==> src/rtl/multi_pulse_gen.sv <==
`timescale 1ns/1ps
// N-channel button-to-pulse generator: sync chain, debouncer, press FSM, pulse/toggle output, press counter.
// Latency SYNC_STAGES + DEBOUNCE_CYCLES + 2 clocks from sampling edge to led_po; no backpressure.
module multi_pulse_gen #(
  parameter int N_CH            = 4,
  parameter int SYNC_STAGES     = 2,
  parameter int DEBOUNCE_CYCLES = 16,
  parameter int PULSE_CYCLES    = 1,
  parameter int CNT_W           = 8
) (
  input  logic             clk_pi,
  input  logic             rst_n_pi,
  input  logic [N_CH-1:0]  button_pi,
  input  logic [N_CH-1:0]  mode_pi,
  output logic [N_CH-1:0]  led_po,
  output logic [N_CH-1:0]  busy_po,
  output logic [CNT_W-1:0] press_cnt_po
);

  localparam int DB_W = (DEBOUNCE_CYCLES > 1) ? $clog2(DEBOUNCE_CYCLES) : 1;
  localparam int PW_W = (PULSE_CYCLES > 1) ? $clog2(PULSE_CYCLES) : 1;
  localparam logic [DB_W-1:0] DB_LAST = DB_W'(DEBOUNCE_CYCLES - 1);
  localparam logic [PW_W-1:0] PW_LOAD = PW_W'(PULSE_CYCLES - 1);
  localparam logic [DB_W-1:0] DB_ONE  = DB_W'(1);
  localparam logic [PW_W-1:0] PW_ONE  = PW_W'(1);

  typedef enum logic [1:0] {
    IDLE     = 2'd0,
    PULSE    = 2'd1,
    WAIT_REL = 2'd2
  } state_t;

  logic [N_CH-1:0]  press_acc;
  logic [CNT_W-1:0] press_inc;

  for (genvar g = 0; g < N_CH; g++) begin : g_ch
    logic [SYNC_STAGES-1:0] sync_q;
    logic                   s;
    logic                   d_q;
    logic                   d_prev_q;
    logic                   press;
    logic [DB_W-1:0]        db_cnt_q;
    logic [PW_W-1:0]        pw_cnt_q;
    logic                   toggle_q;
    logic                   led_q;
    logic                   busy_q;
    state_t                 state_q;

    assign s     = sync_q[SYNC_STAGES-1];
    assign press = d_q & ~d_prev_q;

    always_ff @(posedge clk_pi or negedge rst_n_pi) begin
      if (!rst_n_pi) begin
        sync_q <= '0;
      end else begin
        sync_q <= {sync_q[SYNC_STAGES-2:0], button_pi[g]};
      end
    end

    // A level change is accepted only after DEBOUNCE_CYCLES consecutive differing samples.
    always_ff @(posedge clk_pi or negedge rst_n_pi) begin
      if (!rst_n_pi) begin
        d_q      <= 1'b0;
        d_prev_q <= 1'b0;
        db_cnt_q <= '0;
      end else begin
        d_prev_q <= d_q;
        if (s == d_q) begin
          db_cnt_q <= '0;
        end else if (db_cnt_q == DB_LAST) begin
          d_q      <= s;
          db_cnt_q <= '0;
        end else begin
          db_cnt_q <= db_cnt_q + DB_ONE;
        end
      end
    end

    always_ff @(posedge clk_pi or negedge rst_n_pi) begin
      if (!rst_n_pi) begin
        state_q  <= IDLE;
        pw_cnt_q <= '0;
        toggle_q <= 1'b0;
        led_q    <= 1'b0;
        busy_q   <= 1'b0;
      end else begin
        case (state_q)
          IDLE: begin
            if (press) begin
              state_q  <= PULSE;
              pw_cnt_q <= PW_LOAD;
              if (mode_pi[g]) toggle_q <= ~toggle_q;
            end
          end
          PULSE: begin
            if (pw_cnt_q == '0) state_q <= WAIT_REL;
            else                pw_cnt_q <= pw_cnt_q - PW_ONE;
          end
          WAIT_REL: begin
            if (!d_q) state_q <= IDLE;
          end
          default: state_q <= IDLE;
        endcase
        // Output mux looks at the current state, so mode changes show up one clock later.
        led_q  <= mode_pi[g] ? toggle_q : (state_q == PULSE);
        busy_q <= (state_q != IDLE);
      end
    end

    assign press_acc[g] = press && (state_q == IDLE);
    assign led_po[g]    = led_q;
    assign busy_po[g]   = busy_q;
  end

  always_comb begin
    press_inc = '0;
    for (int i = 0; i < N_CH; i++) begin
      press_inc = press_inc + CNT_W'(press_acc[i]);
    end
  end

  always_ff @(posedge clk_pi or negedge rst_n_pi) begin
    if (!rst_n_pi) begin
      press_cnt_po <= '0;
    end else begin
      press_cnt_po <= press_cnt_po + press_inc;
    end
  end

endmodule

==> config.mk <==
export PLATFORM = sky130hd
export DESIGN_NAME = multi_pulse_gen
export DESIGN_NICKNAME = d
export VERILOG_FILES = /design/src/rtl/multi_pulse_gen.sv
export SDC_FILE = /design/constraint.sdc
export NUM_CORES = 1
export LEC_CHECK = 0
export ABC_AREA = 1
export CORE_ASPECT_RATIO = 0.6
export CORE_MARGIN = 1
export CORE_UTILIZATION = 50
export CTS_CLUSTER_SIZE = 12
export DETAILED_ROUTE_END_ITERATION = 10
export GPL_ROUTABILITY_DRIVEN = 0
export GPL_TIMING_DRIVEN = 0
export PLACE_DENSITY = 0.87
export SETUP_SLACK_MARGIN = 0.4
export SYNTH_ARGS = -nofsm -noshare
export SYNTH_HDL_FRONTEND = slang
export SYNTH_SLANG_ARGS = --single-unit
==> constraint.sdc <==
create_clock -name clk_pi -period 2.3 [get_ports clk_pi]
set_clock_uncertainty 0.05 [all_clocks]
set_input_delay 0.69 -clock clk_pi [delete_from_list [all_inputs] [get_ports clk_pi]]
set_output_delay 0.69 -clock clk_pi [all_outputs]
set_load 0.1 [all_outputs]
# ---- Word-level counts from Yosys, hierarchy flattened
# Cells that the tools add are included.
dict set report op_classes {
  muxes 40
  reduce_logical 32
  bitwise_logic 16
  n_addsub 12
  n_eq_ne 28
}
# operator count
set ops {}
lappend ops {{$mux W4} 8}
lappend ops {{$mux W2} 12}
lappend ops {{$ne A2 B2 Y1 const B} 12}
lappend ops {{$pmux W2 S3} 4}
lappend ops {{$reduce_and A3 Y1} 8}
lappend ops {{$add A4 B1 Y4 const B} 4}
lappend ops {{$eq A4 B4 Y1 const B} 4}
lappend ops {{$reduce_and A2 Y1} 8}
lappend ops {{$reduce_bool A2 Y1} 8}
lappend ops {{$mux W1} 12}
lappend ops {{$not A1 Y1} 12}
lappend ops {{$add A8 B4 Y8} 1}
lappend ops {{$eq A2 B1 Y1 const B} 4}
lappend ops {{$eq A2 B2 Y1 const B} 4}
lappend ops {{$logic_not A2 Y1} 4}
lappend ops {{$pmux W1 S2} 4}
lappend ops {{$add A3 B1 Y4} 1}
lappend ops {{$and A1 B1 Y1} 4}
lappend ops {{$eq A1 B1 Y1} 4}
lappend ops {{$logic_and A1 B1 Y1} 4}
lappend ops {{$sub A1 B1 Y1 const B} 4}
lappend ops {{$add A2 B1 Y3} 1}
lappend ops {{$add A1 B1 Y2} 1}
dict set report totals {
  register_bits 64
  out_inout_bits 16
  inputBits 10
  wordCells 165
}

# ---- Logic depth before layout (Yosys ltp)
# Gate-level depths: netlist of run 1.
dict set report logic_depth {
  word_depth 7
  mapped_depth 12
  depth_no_buf 12
}

# ---- Least setup slack after synthesis of run 1
# Ideal clock, no wire load.
dict set report synth_path {
  path_kind {register to register}
  from {reg press_cnt_po[0]}
  to {reg press_cnt_po[6]}
  t_arrival_ns 2.785
  synth_period_minus_slack_ns 2.960
  stages_incl_launch_ff 10
  setup_time_ns 0.125
  path_buffers 0
  setup_slack_ns -0.660
  t_required_ns 2.125
  path_cell_list {dfrtp_1 -> inv_1 -> fa_1 -> inv_1 -> fa_1 -> fa_1 -> nand3_1 -> nor2_1 -> nand2_1 -> nand2_1}
}
dict set report synth_between {
  elab_chain_cells 1
}
# item line
set synth_lines {}
lappend synth_lines {{start: declaration} 17} ;# output logic [CNT_W-1:0] press_cnt_po
lappend synth_lines {{start signal: assignment} 126} ;# press_cnt_po <= press_cnt_po + press_inc;
lappend synth_lines {{$add A8 B4 Y8} 126}
# No other way between the ends.
# A chain may end at the register's enable or synchronous reset.

# ---- Final worst setup path of run 1
dict set report layout_path {
  from {reg g_ch[0].d_prev_q}
  to {reg press_cnt_po[6]}
}
dict set report layout_between {
  elab_chain_cells 7
}
# item line
set layout_lines {}
lappend layout_lines {{start: declaration} 40} ;# logic d_prev_q;
lappend layout_lines {{start signal: assignment} 67} ;# d_prev_q <= d_q;
lappend layout_lines {{$not A1 Y1} 50} ;# assign press = d_q & ~d_prev_q;
lappend layout_lines {{$and A1 B1 Y1} 50}
lappend layout_lines {{$logic_and A1 B1 Y1} 110} ;# assign press_acc[g] = press && (state_q == IDLE);
lappend layout_lines {{$add A1 B1 Y2} 118} ;# press_inc = press_inc + CNT_W'(press_acc[i]);
lappend layout_lines {{$add A2 B1 Y3} 118}
lappend layout_lines {{$add A3 B1 Y4} 118}
lappend layout_lines {{$add A8 B4 Y8} 126}
# No other way between the ends.

==> metrics.txt, run 1 <==
# TYPE chip_impl_metric gauge
chip_impl_metric{name="post_dr_wirelength_cell",unit="um"} 11.4
chip_impl_metric{name="h_tree_depth_reported_by_cts",unit=""} 3
chip_impl_metric{name="drt.antenna.violating_nets",unit=""} 0
chip_impl_metric{name="clock_pin_slew_of_the_registers_on_the_worst_case_setup_and_hold_paths",unit="ps"} 60
chip_impl_metric{name="timing.final.max_slew_violations",unit=""} 0
chip_impl_metric{name="num_rows",unit=""} 19
chip_impl_metric{name="power.switching",unit="uW"} 477
chip_impl_metric{name="tightestPinTransition",unit="ps"} 956
chip_impl_metric{name="grt_max_degree",unit=""} 41
chip_impl_metric{name="synthCells",unit=""} 261
chip_impl_metric{name="post-layout-total-power",unit="mW"} 2.11
chip_impl_metric{name="grt_ovf",unit=""} 0
chip_impl_metric{name="path_max_fanout",unit=""} 3
chip_impl_metric{name="groute.layer.met1.usage",unit=""} 0.224
chip_impl_metric{name="avgSynthCellArea",unit="sq um"} 9.45
chip_impl_metric{name="final_min_period_over_clock_period",unit=""} 1.05
chip_impl_metric{name="fmax",unit="MHz"} 414
chip_impl_metric{name="post_synthesis_sequential_element_count",unit=""} 60
chip_impl_metric{name="timing.critical_path.arrival",unit="ps"} 2590
chip_impl_metric{name="placement.setup.worst_slack",unit="ps"} -237
chip_impl_metric{name="netlist-cell-type-count",unit=""} 16
chip_impl_metric{name="share_clk_of_total_power",unit=""} 0.414
chip_impl_metric{name="post_dp_cell_area",unit="sq mm"} 0.00283
chip_impl_info{name="most_used_layer_global_route",value="met2"} 1
chip_impl_metric{name="floorplan.die.width",unit="um"} 92.7
chip_impl_info{name="highest_count_cells_in_the_layout_ignoring_fill_and_taps",value="nand2_1 (63), dfrtp_1 (59), inv_1 (34)"} 1
chip_impl_metric{name="finished_layout_cell_area",unit="sq mm"} 0.00308
chip_impl_metric{name="design.portCount",unit=""} 26
chip_impl_metric{name="post_drt_via_cell_ratio",unit=""} 4.74
chip_impl_metric{name="nNetsFinal",unit=""} 325
chip_impl_metric{name="die_y",unit="um"} 56.4
chip_impl_info{name="outcome",value="complete, but fails checks"} 1
chip_impl_metric{name="r2r_slack",unit="ps"} -110
chip_impl_info{name="worst-setup-path-type",value="flip-flop to flip-flop"} 1
chip_impl_metric{name="synth.cell_area",unit="sq mm"} 0.00247
chip_impl_info{name="unrepaired_setup_endpoints_after_global_routing",value="yes"} 1
chip_impl_metric{name="grt_antenna_before_repair",unit=""} 0
chip_impl_metric{name="yosysSeqAreaShare",unit=""} 0.609
chip_impl_metric{name="report.final.setup_viol",unit=""} 7
chip_impl_metric{name="sequentialPowerShare",unit=""} 0.527
chip_impl_metric{name="worst_slew_margin_relative_to_its_limit",unit=""} 0.365
chip_impl_metric{name="worst_r2r_path_depth",unit=""} 12
chip_impl_info{name="most_common_cell_after_layout_fill_and_taps_aside",value="nand2_1"} 1
chip_impl_metric{name="n_antenna_cell",unit=""} 0
chip_impl_metric{name="power_switching_share",unit=""} 0.226
chip_impl_metric{name="peakVddDrop",unit="mV"} 0.559
chip_impl_metric{name="port_buffers",unit=""} 25
chip_impl_metric{name="via_count_of_the_first_global_routing_pass",unit=""} 1717
chip_impl_metric{name="power_report.internal_total",unit="mW"} 1.63
chip_impl_metric{name="n_fill_cell",unit=""} 364
chip_impl_metric{name="worst_skew_pair.late_latency",unit="ps"} 340
chip_impl_metric{name="drc",unit=""} 0
chip_impl_metric{name="cts.hold.buffers_added",unit=""} 0
chip_impl_info{name="r2r-start",value="g_ch[0].d_prev_q"} 1
chip_impl_info{name="cp-start-kind",value="flip-flop"} 1
chip_impl_metric{name="drtPass1Iterations",unit=""} 4
chip_impl_metric{name="drt-total-wl",unit="um"} 4250
chip_impl_metric{name="dieArea",unit="sq mm"} 0.00523
chip_impl_info{name="timing.hold.worst.class",value="input pin to async pin"} 1
chip_impl_metric{name="dr_total_vias",unit=""} 1772
chip_impl_metric{name="period_needed",unit="ps"} 2410
chip_impl_metric{name="grt_use_met2",unit=""} 0.315
chip_impl_info{name="clock-root-buffer",value="clkbuf_8"} 1
chip_impl_metric{name="endpoint_required_time_on_the_critical_path",unit="ps"} 2480
chip_impl_metric{name="yosys_warnings",unit=""} 0
chip_impl_info{name="crit_path_start",value="g_ch[0].d_prev_q"} 1
chip_impl_info{name="endpoint",value="press_cnt_po[6]"} 1
chip_impl_metric{name="numCtsBuffers",unit=""} 9
chip_impl_metric{name="cts_buffer_depth",unit=""} 2
chip_impl_info{name="crit-reg2reg-capture",value="press_cnt_po[6]"} 1
chip_impl_info{name="cts_tree",value="built"} 1
chip_impl_metric{name="met3_usage",unit=""} 0.102
chip_impl_metric{name="final.hold.worst_slack",unit="ps"} 253
chip_impl_metric{name="area_growth",unit="%"} 25.0
chip_impl_metric{name="design.core.area",unit="sq mm"} 0.00466
chip_impl_metric{name="postLayoutSetupSlackWorst",unit="ps"} -114
chip_impl_metric{name="report.final.hold_viol_count",unit=""} 0
chip_impl_metric{name="starting_density",unit=""} 0.529
chip_impl_metric{name="cts_sinks",unit=""} 60
chip_impl_metric{name="power_leakage",unit="nW"} 1.62
chip_impl_metric{name="fraction_of_layout_cells_with_a_size_suffix_above_1",unit=""} 0.215
chip_impl_metric{name="max_cap_viol_count",unit=""} 0
chip_impl_metric{name="grt_pass1_wl",unit="um"} 7450
chip_impl_metric{name="syn-num-nets",unit=""} 279
chip_impl_metric{name="drtIter0Drc",unit=""} 104
chip_impl_info{name="violations",value="setup timing"} 1
chip_impl_info{name="critPathCaptureType",value="flip-flop"} 1
chip_impl_metric{name="grtUsageTotal",unit=""} 0.195
chip_impl_metric{name="power_density",unit="mW/mm^2"} 684
chip_impl_metric{name="dp_hpwl",unit="um"} 2920
chip_impl_metric{name="p_comb_frac",unit=""} 0.059
-- synthesized netlist by cell type --
master / count / area (sq um)
a21oi_1: 2 / 10.0
dfrtp_1: 60 / 1500
nand2_1: 66 / 248
nand3_1: 24 / 120
ha_1: 5 / 62.6
nor2_1: 33 / 124
nor3_1: 2 / 10.0
o31ai_1: 1 / 7.51
xor2_1: 3 / 26.3
o21ai_0: 7 / 35.0
fa_1: 3 / 60.1
and2_2: 2 / 15.0
xnor2_1: 1 / 8.76
nand4_1: 5 / 31.3
buf_4: 8 / 60.1
inv_1: 39 / 146
-- logic make-up after synthesis --
group | after synthesis | synth area share
compound gates | 10 | 0.0213
buf+inv | 47 | 0.0837
simple gates | 132 | 0.222
xor+xnor | 4 | 0.0142
fa+ha+maj | 8 | 0.0497
flops | 60 | 0.609
-- power by group through the flow --
stage	clock network, mW	registers [mW]	logic (mW)
after floorplan	0	1.14	0.0469
after global placement	0	1.13	0.118
after detailed placement	0	1.13	0.125
after CTS	0.900	1.11	0.127
after global routing	0.943	1.11	0.140
final	0.874	1.11	0.124
-- layer usage --
| metal | part of all wire | up-vias |
|---|---|---|
| met1 | 0.46 | 827 |
| met4 | 0.025 | 0 |
| met5 | 0 | - |
| met3 | 0.054 | 13 |
| met2 | 0.46 | 41 |
| li1 | - | 891 |
-- flip-flops by register name, summed over array words and instances, names as in the netlist --
signal and flops:
press_cnt_po 8, g_ch.d_q 4, g_ch.sync_q 8, g_ch.state_q 8
g_ch.led_q 4, g_ch.toggle_q 4, g_ch.busy_q 4, g_ch.db_cnt_q 16
g_ch.d_prev_q 4
-- through the flow --
step / util / instances / setup TNS [ps]
after floorplan: - / 261 / -139
after CTS: 0.656 / 372 / -400
after detailed placement: 0.607 / 350 / -685
after global placement: 0.603 / 349 / -79720
final: 0.662 / 374 / -291
after global routing: 0.662 / 374 / -916
-- worst min-delay path by stage --
| stage | depth (start not counted) | endpoint | slack [ps] | startpoint |
|---|---|---|---|---|
| 6_report | 1 | g_ch[3].led_q | 250 | rst_n_pi |
| 3_3_place_gp | 0 | g_ch[3].sync_q[1] | 280 | g_ch[3].sync_q[0] |
| 3_5_place_dp | 0 | g_ch[0].sync_q[1] | 280 | g_ch[0].sync_q[0] |
| 4_1_cts | 1 | g_ch[3].led_q | 260 | rst_n_pi |
| 5_1_grt | 1 | g_ch[3].busy_q | 290 | rst_n_pi |
| 2_1_floorplan | 0 | g_ch[0].sync_q[1] | 280 | g_ch[0].sync_q[0] |
-- layout make-up --
type | count | area [sq um] | share of cell area
well taps | 63 | 78.8 | 0.0256
clock buffers | 14 | 183 | 0.0593
multi-input cells | 154 | 813 | 0.264
clock inverters | 1 | 5.00 | 0.00162
inverters | 39 | 146 | 0.0475
flip-flops and latches | 60 | 1510 | 0.488
plain buffers | 8 | 60.1 | 0.0195
repair buffers | 35 | 292 | 0.0946
-- timing repair --
action,in CTS,in global routing
setup buffers,7,2
endpoints found under the setup margin,24,11
endpoints found under the hold margin,0,0
pin swaps,4,4
resized for setup,97,7
-- critical path, cell delays in order, from the launching register on --
cell	delay [ps]
dfrtp_1	380
inv_1	70
nand2_2	60
nor2_4	130
inv_2	50
fa_1	520
inv_2	40
fa_2	350
fa_2	390
nand3_2	120
nor2_1	50
nand2_1	50
nand2_1	40
Note: power is estimated with default switching activity, not from simulation.
==> inputs of run 2 (changes only) <==
--- a/config.mk
+++ b/config.mk
@@ -8,13 +8,14 @@
 export ABC_AREA = 1
 export CORE_ASPECT_RATIO = 0.6
 export CORE_MARGIN = 1
-export CORE_UTILIZATION = 50
+export CORE_UTILIZATION = 55
 export CTS_CLUSTER_SIZE = 12
 export DETAILED_ROUTE_END_ITERATION = 10
 export GPL_ROUTABILITY_DRIVEN = 0
 export GPL_TIMING_DRIVEN = 0
-export PLACE_DENSITY = 0.87
+export PLACE_DENSITY = 0.9
 export SETUP_SLACK_MARGIN = 0.4
+export SLEW_MARGIN = 5
 export SYNTH_ARGS = -nofsm -noshare
 export SYNTH_HDL_FRONTEND = slang
 export SYNTH_SLANG_ARGS = --single-unit
==> constraint.sdc (replaced) <==
create_clock -name clk_pi -period 2.77 [get_ports clk_pi]
set_clock_uncertainty 0.05 [all_clocks]
set_input_delay 0.831 -clock clk_pi [delete_from_list [all_inputs] [get_ports clk_pi]]
set_output_delay 0.831 -clock clk_pi [all_outputs]
set_load 0.1 [all_outputs]
==> run 2 against run 1 <==
  * The flow now finishes without violations
  * Register-to-register slack better by 470 ps
  * Critical path type unchanged
  * Hold slack gained 37 ps
  * Clock-buffer cell count unchanged
  * Critical endpoint is now press_cnt_po[2]
  * Setup slack better by 470 ps
  * Sequential share of layout area shrank 0.33 points
  * Highest routed layer unchanged
  * Cell count down 0.27%
  * First-iteration DRC count decreased by 21%
  * Sequential cell count unchanged
  * Critical path depth fell by 2
  * Utilization is 7.5 points higher
  * Design area is 0.69% higher
==> metrics.txt, run 2 (synthesis results as in run 1) <==
# TYPE chip_impl_metric gauge
chip_impl_metric{name="report.final.hold_viol_count",unit=""} 0
chip_impl_metric{name="clock_pin_slew_of_the_registers_on_the_worst_case_setup_and_hold_paths",unit="ps"} 70
chip_impl_metric{name="design.portCount",unit=""} 26
chip_impl_metric{name="drtIter0Drc",unit=""} 82
chip_impl_metric{name="starting_density",unit=""} 0.586
chip_impl_metric{name="cts_sinks",unit=""} 60
chip_impl_metric{name="design.core.area",unit="sq mm"} 0.00421
chip_impl_metric{name="peakVddDrop",unit="mV"} 0.336
chip_impl_metric{name="timing.final.max_slew_violations",unit=""} 0
chip_impl_metric{name="grt_ovf",unit=""} 0
chip_impl_metric{name="post_drt_via_cell_ratio",unit=""} 4.76
chip_impl_metric{name="drtPass1Iterations",unit=""} 4
chip_impl_metric{name="final_min_period_over_clock_period",unit=""} 0.870
chip_impl_metric{name="fraction_of_layout_cells_with_a_size_suffix_above_1",unit=""} 0.208
chip_impl_metric{name="report.final.setup_viol",unit=""} 0
chip_impl_metric{name="tightestPinTransition",unit="ps"} 761
chip_impl_metric{name="num_rows",unit=""} 18
chip_impl_metric{name="grt_antenna_before_repair",unit=""} 0
chip_impl_metric{name="power_leakage",unit="nW"} 1.59
chip_impl_metric{name="post_dp_cell_area",unit="sq mm"} 0.00282
chip_impl_metric{name="dr_total_vias",unit=""} 1775
chip_impl_info{name="timing.hold.worst.class",value="flip-flop to flip-flop"} 1
chip_impl_metric{name="drt-total-wl",unit="um"} 4260
chip_impl_info{name="most_common_cell_after_layout_fill_and_taps_aside",value="nand2_1"} 1
chip_impl_metric{name="port_buffers",unit=""} 25
chip_impl_metric{name="die_y",unit="um"} 53.9
chip_impl_info{name="critPathCaptureType",value="flip-flop"} 1
chip_impl_metric{name="cts.hold.buffers_added",unit=""} 0
chip_impl_metric{name="dp_hpwl",unit="um"} 2940
chip_impl_info{name="largest_register",value="g_ch.db_cnt_q"} 1
chip_impl_metric{name="h_tree_depth_reported_by_cts",unit=""} 3
chip_impl_metric{name="r2r_slack",unit="ps"} 360
chip_impl_metric{name="grt_pass1_wl",unit="um"} 6970
chip_impl_metric{name="endpoint_required_time_on_the_critical_path",unit="ps"} 2930
chip_impl_info{name="cts_tree",value="built"} 1
chip_impl_metric{name="n_antenna_cell",unit=""} 0
chip_impl_metric{name="grtUsageTotal",unit=""} 0.210
chip_impl_metric{name="floorplan.die.width",unit="um"} 88.4
chip_impl_metric{name="worst_r2r_path_depth",unit=""} 10
chip_impl_metric{name="grt_max_degree",unit=""} 36
chip_impl_metric{name="dieArea",unit="sq mm"} 0.00476
chip_impl_metric{name="drc",unit=""} 0
chip_impl_metric{name="drt.antenna.violating_nets",unit=""} 0
chip_impl_metric{name="finished_layout_cell_area",unit="sq mm"} 0.00310
chip_impl_metric{name="worst_slew_margin_relative_to_its_limit",unit=""} 0.493
chip_impl_metric{name="numCtsBuffers",unit=""} 9
chip_impl_metric{name="via_count_of_the_first_global_routing_pass",unit=""} 1692
chip_impl_metric{name="area_growth",unit="%"} 25.9
chip_impl_metric{name="n_fill_cell",unit=""} 311
chip_impl_metric{name="power_density",unit="mW/mm^2"} 548
chip_impl_metric{name="period_needed",unit="ps"} 2410
chip_impl_metric{name="fmax",unit="MHz"} 415
chip_impl_metric{name="final.hold.worst_slack",unit="ps"} 290
chip_impl_metric{name="worst_skew_pair.late_latency",unit="ps"} 340
chip_impl_metric{name="post_dr_wirelength_cell",unit="um"} 11.4
chip_impl_metric{name="min_path_cells",unit=""} 0
chip_impl_info{name="highest_count_cells_in_the_layout_ignoring_fill_and_taps",value="nand2_1 (64), dfrtp_1 (59), inv_1 (34)"} 1
chip_impl_metric{name="max_cap_viol_count",unit=""} 0
chip_impl_metric{name="nNetsFinal",unit=""} 326
chip_impl_info{name="clock-root-buffer",value="clkbuf_8"} 1
chip_impl_info{name="cp-start-kind",value="flip-flop"} 1
chip_impl_info{name="outcome",value="finished, final reports clean"} 1
chip_impl_info{name="worst-setup-path-type",value="flip-flop to flip-flop"} 1
chip_impl_info{name="unrepaired_setup_endpoints_after_global_routing",value="yes"} 1
chip_impl_metric{name="path_max_fanout",unit=""} 2
chip_impl_metric{name="flip_flop_count_of_the_largest_register_after_layout",unit=""} 16
chip_impl_metric{name="timing.critical_path.arrival",unit="ps"} 2570
chip_impl_metric{name="cts_buffer_depth",unit=""} 2
[run 2: per-layer routing]
layer	global-route usage	vias to the layer above	wire length, um
met4	0.0887	0	67
met3	0.0966	10	217
met1	0.241	824	1950
met5	0	-	0
li1	-	899	-
met2	0.349	42	2020
[run 2: timing repair]
action / CTS / global route
endpoints found under the setup margin: 20 / 7
pin swaps: 4 / 3
resized for setup: 55 / 4
setup buffers: 7 / 3
[run 2: layout make-up]
cell class	instances	area [sq um]	area share
Tap cell	60	75.1	0.0242
Clock buffer	14	163	0.0524
Multi-Input combinational cell	154	791	0.255
Timing Repair Buffer	36	354	0.114
Clock inverter	2	10.0	0.00322
Sequential cell	60	1510	0.485
Inverter	39	146	0.0472
Buffer	8	60.1	0.0193
[run 2: worst max-delay path, stage by stage (launching register included)]
cell and delay [ps]:
dfrtp_1 380, inv_1 50, nand2_1 70, nor2_4 130, inv_2 40, fa_1 510
inv_2 40, fa_2 350, fa_2 380, buf_4 140, xor2_1 130
[run 2: metrics by stage]
step	worst slack (ps)	util	power, mW	setup TNS [ps]	instances
floorplan	389	-	0.989	0	261
global placement	-1340	0.666	1.03	-57640	346
detailed placement	214	0.670	1.04	0	347
CTS	288	0.731	1.72	0	370
global route	227	0.737	1.78	0	373
finish	360	0.737	1.70	0	373
[run 2: worst paths after layout]
| path | endpoint | from |
|---|---|---|
| max in group asynchronous | g_ch[3].state_q[1] | rst_n_pi |
| setup / recovery | press_cnt_po[2] | g_ch[0].d_prev_q |
| hold / removal | g_ch[0].sync_q[1] | g_ch[0].sync_q[0] |
| min in group asynchronous | g_ch[0].db_cnt_q[0] | rst_n_pi |
| setup reg to reg | press_cnt_po[2] | g_ch[0].d_prev_q |
| hold reg to reg | g_ch[0].sync_q[1] | g_ch[0].sync_q[0] |
[run 2: power by group]
group / leakage, nW / switching [mW] / total [mW] / internal, mW
Combinational: 0.688 / 0.0670 / 0.103 / 0.0360
Sequential: 0.807 / 0.0186 / 0.921 / 0.903
Clock: 0.0905 / 0.305 / 0.676 / 0.371
Total: 1.59 / 0.391 / 1.70 / 1.31
==> inputs of run 3 (changes only) <==
--- a/config.mk
+++ b/config.mk
@@ -6,8 +6,6 @@
 export NUM_CORES = 1
 export LEC_CHECK = 0
 export ABC_AREA = 1
-export CORE_ASPECT_RATIO = 0.6
-export CORE_MARGIN = 1
 export CORE_UTILIZATION = 55
 export CTS_CLUSTER_SIZE = 12
 export DETAILED_ROUTE_END_ITERATION = 10
==> constraint.sdc (replaced) <==
create_clock -name clk_pi -period 2.7 [get_ports clk_pi]
set_clock_uncertainty 0.05 [all_clocks]
set_input_delay 0.81 -clock clk_pi [delete_from_list [all_inputs] [get_ports clk_pi]]
set_output_delay 0.81 -clock clk_pi [all_outputs]
set_load 0.1 [all_outputs]
==> run 3 against run 2 <==
  * Cell count decreased by 3.8%
  * Hold slack lost 1.1 ps
  * Combinational power about the same
  * Setup slack worse by 98 ps
  * Non-clock buffer count down 4
  * First-iteration DRC count grew 49%
  * Sequential share of layout area grew 0.61 points
  * Via count is 0.96% lower
  * Clock-buffer cell count unchanged
  * Global-route usage is 0.74 points higher
  * Largest power group unchanged
  * Highest routed layer unchanged
==> metrics.txt, run 3 (synthesis results as in run 1) <==
# TYPE chip_impl_metric gauge
chip_impl_info{name="outcome",value="finished, final reports clean"} 1
chip_impl_metric{name="post-route-util",unit=""} 0.740
chip_impl_metric{name="power_density",unit="mW/mm^2"} 563
chip_impl_metric{name="drtPass1Iterations",unit=""} 4
chip_impl_metric{name="finish.cell_count_without_fillers",unit=""} 359
chip_impl_metric{name="n_antenna_cell",unit=""} 0
chip_impl_metric{name="drt-total-wl",unit="um"} 4260
chip_impl_metric{name="cts_sinks",unit=""} 60
chip_impl_metric{name="postLayoutSetupSlackWorst",unit="ps"} 262
chip_impl_metric{name="starting_density",unit=""} 0.595
chip_impl_info{name="unrepaired_setup_endpoints_after_global_routing",value="yes"} 1
chip_impl_metric{name="num_rows",unit=""} 23
chip_impl_metric{name="post-layout-total-power",unit="mW"} 1.73
chip_impl_metric{name="grt_ovf",unit=""} 0
chip_impl_metric{name="area_growth",unit="%"} 24.4
chip_impl_metric{name="port_buffers",unit=""} 25
chip_impl_metric{name="design.core.area",unit="sq mm"} 0.00414
chip_impl_info{name="critPathCaptureType",value="output port"} 1
chip_impl_metric{name="power_leakage",unit="nW"} 1.56
chip_impl_metric{name="post_drt_via_cell_ratio",unit=""} 4.90
chip_impl_info{name="most_common_cell_after_layout_fill_and_taps_aside",value="nand2_1"} 1
chip_impl_metric{name="via_count_of_the_first_global_routing_pass",unit=""} 1661
chip_impl_info{name="critical_path.top_delay_family",value="buffers and inverters"} 1
chip_impl_metric{name="fmax",unit="MHz"} 410
chip_impl_metric{name="final_min_period_over_clock_period",unit=""} 0.903
chip_impl_metric{name="worst_slew_margin_relative_to_its_limit",unit=""} 0.368
chip_impl_info{name="clock-root-buffer",value="clkbuf_8"} 1
chip_impl_metric{name="timing.critical_path.arrival",unit="ps"} 1580
chip_impl_metric{name="path_max_fanout",unit=""} 4
chip_impl_metric{name="grtUsageTotal",unit=""} 0.218
chip_impl_metric{name="dp_hpwl",unit="um"} 2800
chip_impl_metric{name="worst_path_largest_cell_delay",unit="ps"} 840
chip_impl_info{name="largest_register",value="g_ch.db_cnt_q"} 1
chip_impl_metric{name="worst_skew_pair.late_latency",unit="ps"} 330
chip_impl_metric{name="grt_antenna_before_repair",unit=""} 0
chip_impl_metric{name="placement.setup.worst_slack",unit="ps"} 124
chip_impl_metric{name="report.final.setup_viol",unit=""} 0
chip_impl_info{name="cts_tree",value="built"} 1
chip_impl_metric{name="finalSetupTns",unit="ps"} 0
chip_impl_info{name="slowest_stage_cell_crit_path",value="clkdlybuf4s15_1"} 1
chip_impl_info{name="cp-start-kind",value="flip-flop"} 1
chip_impl_metric{name="cp.buffers_inverters",unit=""} 1
chip_impl_metric{name="grt_max_degree",unit=""} 34
chip_impl_metric{name="flip_flop_count_of_the_largest_register_after_layout",unit=""} 16
chip_impl_metric{name="post_dr_wirelength_cell",unit="um"} 11.9
chip_impl_metric{name="grt_pass1_wl",unit="um"} 7070
chip_impl_metric{name="tightestPinTransition",unit="ps"} 952
chip_impl_metric{name="design.portCount",unit=""} 26
chip_impl_metric{name="clock_pin_slew_of_the_registers_on_the_worst_case_setup_and_hold_paths",unit="ps"} 60
chip_impl_metric{name="h_tree_depth_reported_by_cts",unit=""} 3
chip_impl_info{name="ordered_list_of_cells_on_the_worst_path",value="clkdlybuf4s15_1"} 1
chip_impl_info{name="highest_count_cells_in_the_layout_ignoring_fill_and_taps",value="nand2_1 (62), dfrtp_1 (58), inv_1 (33)"} 1
chip_impl_metric{name="floorplan.die.width",unit="um"} 69.0
chip_impl_metric{name="max_cap_viol_count",unit=""} 0
chip_impl_metric{name="endpoint_required_time_on_the_critical_path",unit="ps"} 1840
chip_impl_metric{name="timing.final.max_slew_violations",unit=""} 0
chip_impl_info{name="timing.hold.worst.class",value="flip-flop to flip-flop"} 1
chip_impl_info{name="worst-setup-path-type",value="flip-flop to output port"} 1
chip_impl_metric{name="drt.antenna.violating_nets",unit=""} 0
chip_impl_metric{name="drtIter0Drc",unit=""} 122
chip_impl_metric{name="report.final.hold_viol_count",unit=""} 0
chip_impl_metric{name="fraction_of_layout_cells_with_a_size_suffix_above_1",unit=""} 0.204
chip_impl_metric{name="drc",unit=""} 0
chip_impl_metric{name="numCtsBuffers",unit=""} 9
chip_impl_metric{name="cts_buffer_depth",unit=""} 2
chip_impl_metric{name="period_needed",unit="ps"} 2440
chip_impl_metric{name="numPlacedInstances",unit=""} 337
chip_impl_metric{name="dieArea",unit="sq mm"} 0.00476
chip_impl_metric{name="die_y",unit="um"} 69.0
chip_impl_metric{name="dr_total_vias",unit=""} 1758
chip_impl_metric{name="peakVddDrop",unit="mV"} 0.329
chip_impl_metric{name="nNetsFinal",unit=""} 322
-- run 3: metal layers --
| metal | vias up | global-route usage | wire [um] |
|---|---|---|---|
| met5 | - | 0 | 0 |
| met2 | 34 | 0.370 | 2160 |
| met3 | 9 | 0.0921 | 220 |
| li1 | 882 | - | - |
| met1 | 833 | 0.237 | 1810 |
| met4 | 0 | 0.0918 | 80 |
-- run 3: final cells by class --
class / count / area (sq um)
Multi-Input combinational cell: 154 / 801
Fill cell: 292 / 1080
Clock inverter: 2 / 10.0
Buffer: 8 / 60.1
Tap cell: 50 / 62.6
Inverter: 39 / 146
Timing Repair Buffer: 32 / 329
Sequential cell: 60 / 1510
Clock buffer: 14 / 153
-- run 3: what timing repair did --
item	in CTS	in global routing
endpoints found under the setup margin	23	8
gates resized for setup	54	9
pin swaps	2	0
hold buffers	0	0
setup buffers	3	3
-- run 3: final timing paths --
| path | cells past startpoint | from | to | slack [ps] |
|---|---|---|---|---|
| max reg2reg | 12 | g_ch[0].state_q[0] | press_cnt_po[6] | 270 |
| min | 0 | g_ch[2].sync_q[0] | g_ch[2].sync_q[1] | 290 |
| min reg2reg | 0 | g_ch[2].sync_q[0] | g_ch[2].sync_q[1] | 290 |
| min in group asynchronous | 1 | rst_n_pi | g_ch[1].db_cnt_q[3] | 440 |
| max | 1 | press_cnt_po[6] | press_cnt_po[6] | 260 |
| max in group asynchronous | 2 | rst_n_pi | press_cnt_po[0] | 1560 |
-- run 3: power breakdown --
group | internal, mW | switching (mW) | total (mW)
Sequential | 0.926 | 0.0202 | 0.946
Clock | 0.356 | 0.320 | 0.676
Combinational | 0.0369 | 0.0685 | 0.105
-- run 3: per-stage QoR --
step	area (sq um)	hold WS, ps
floorplan	2480	281
global placement	2790	283
detailed placement	2810	286
CTS	3030	297
global route	3070	302
finish	3070	289
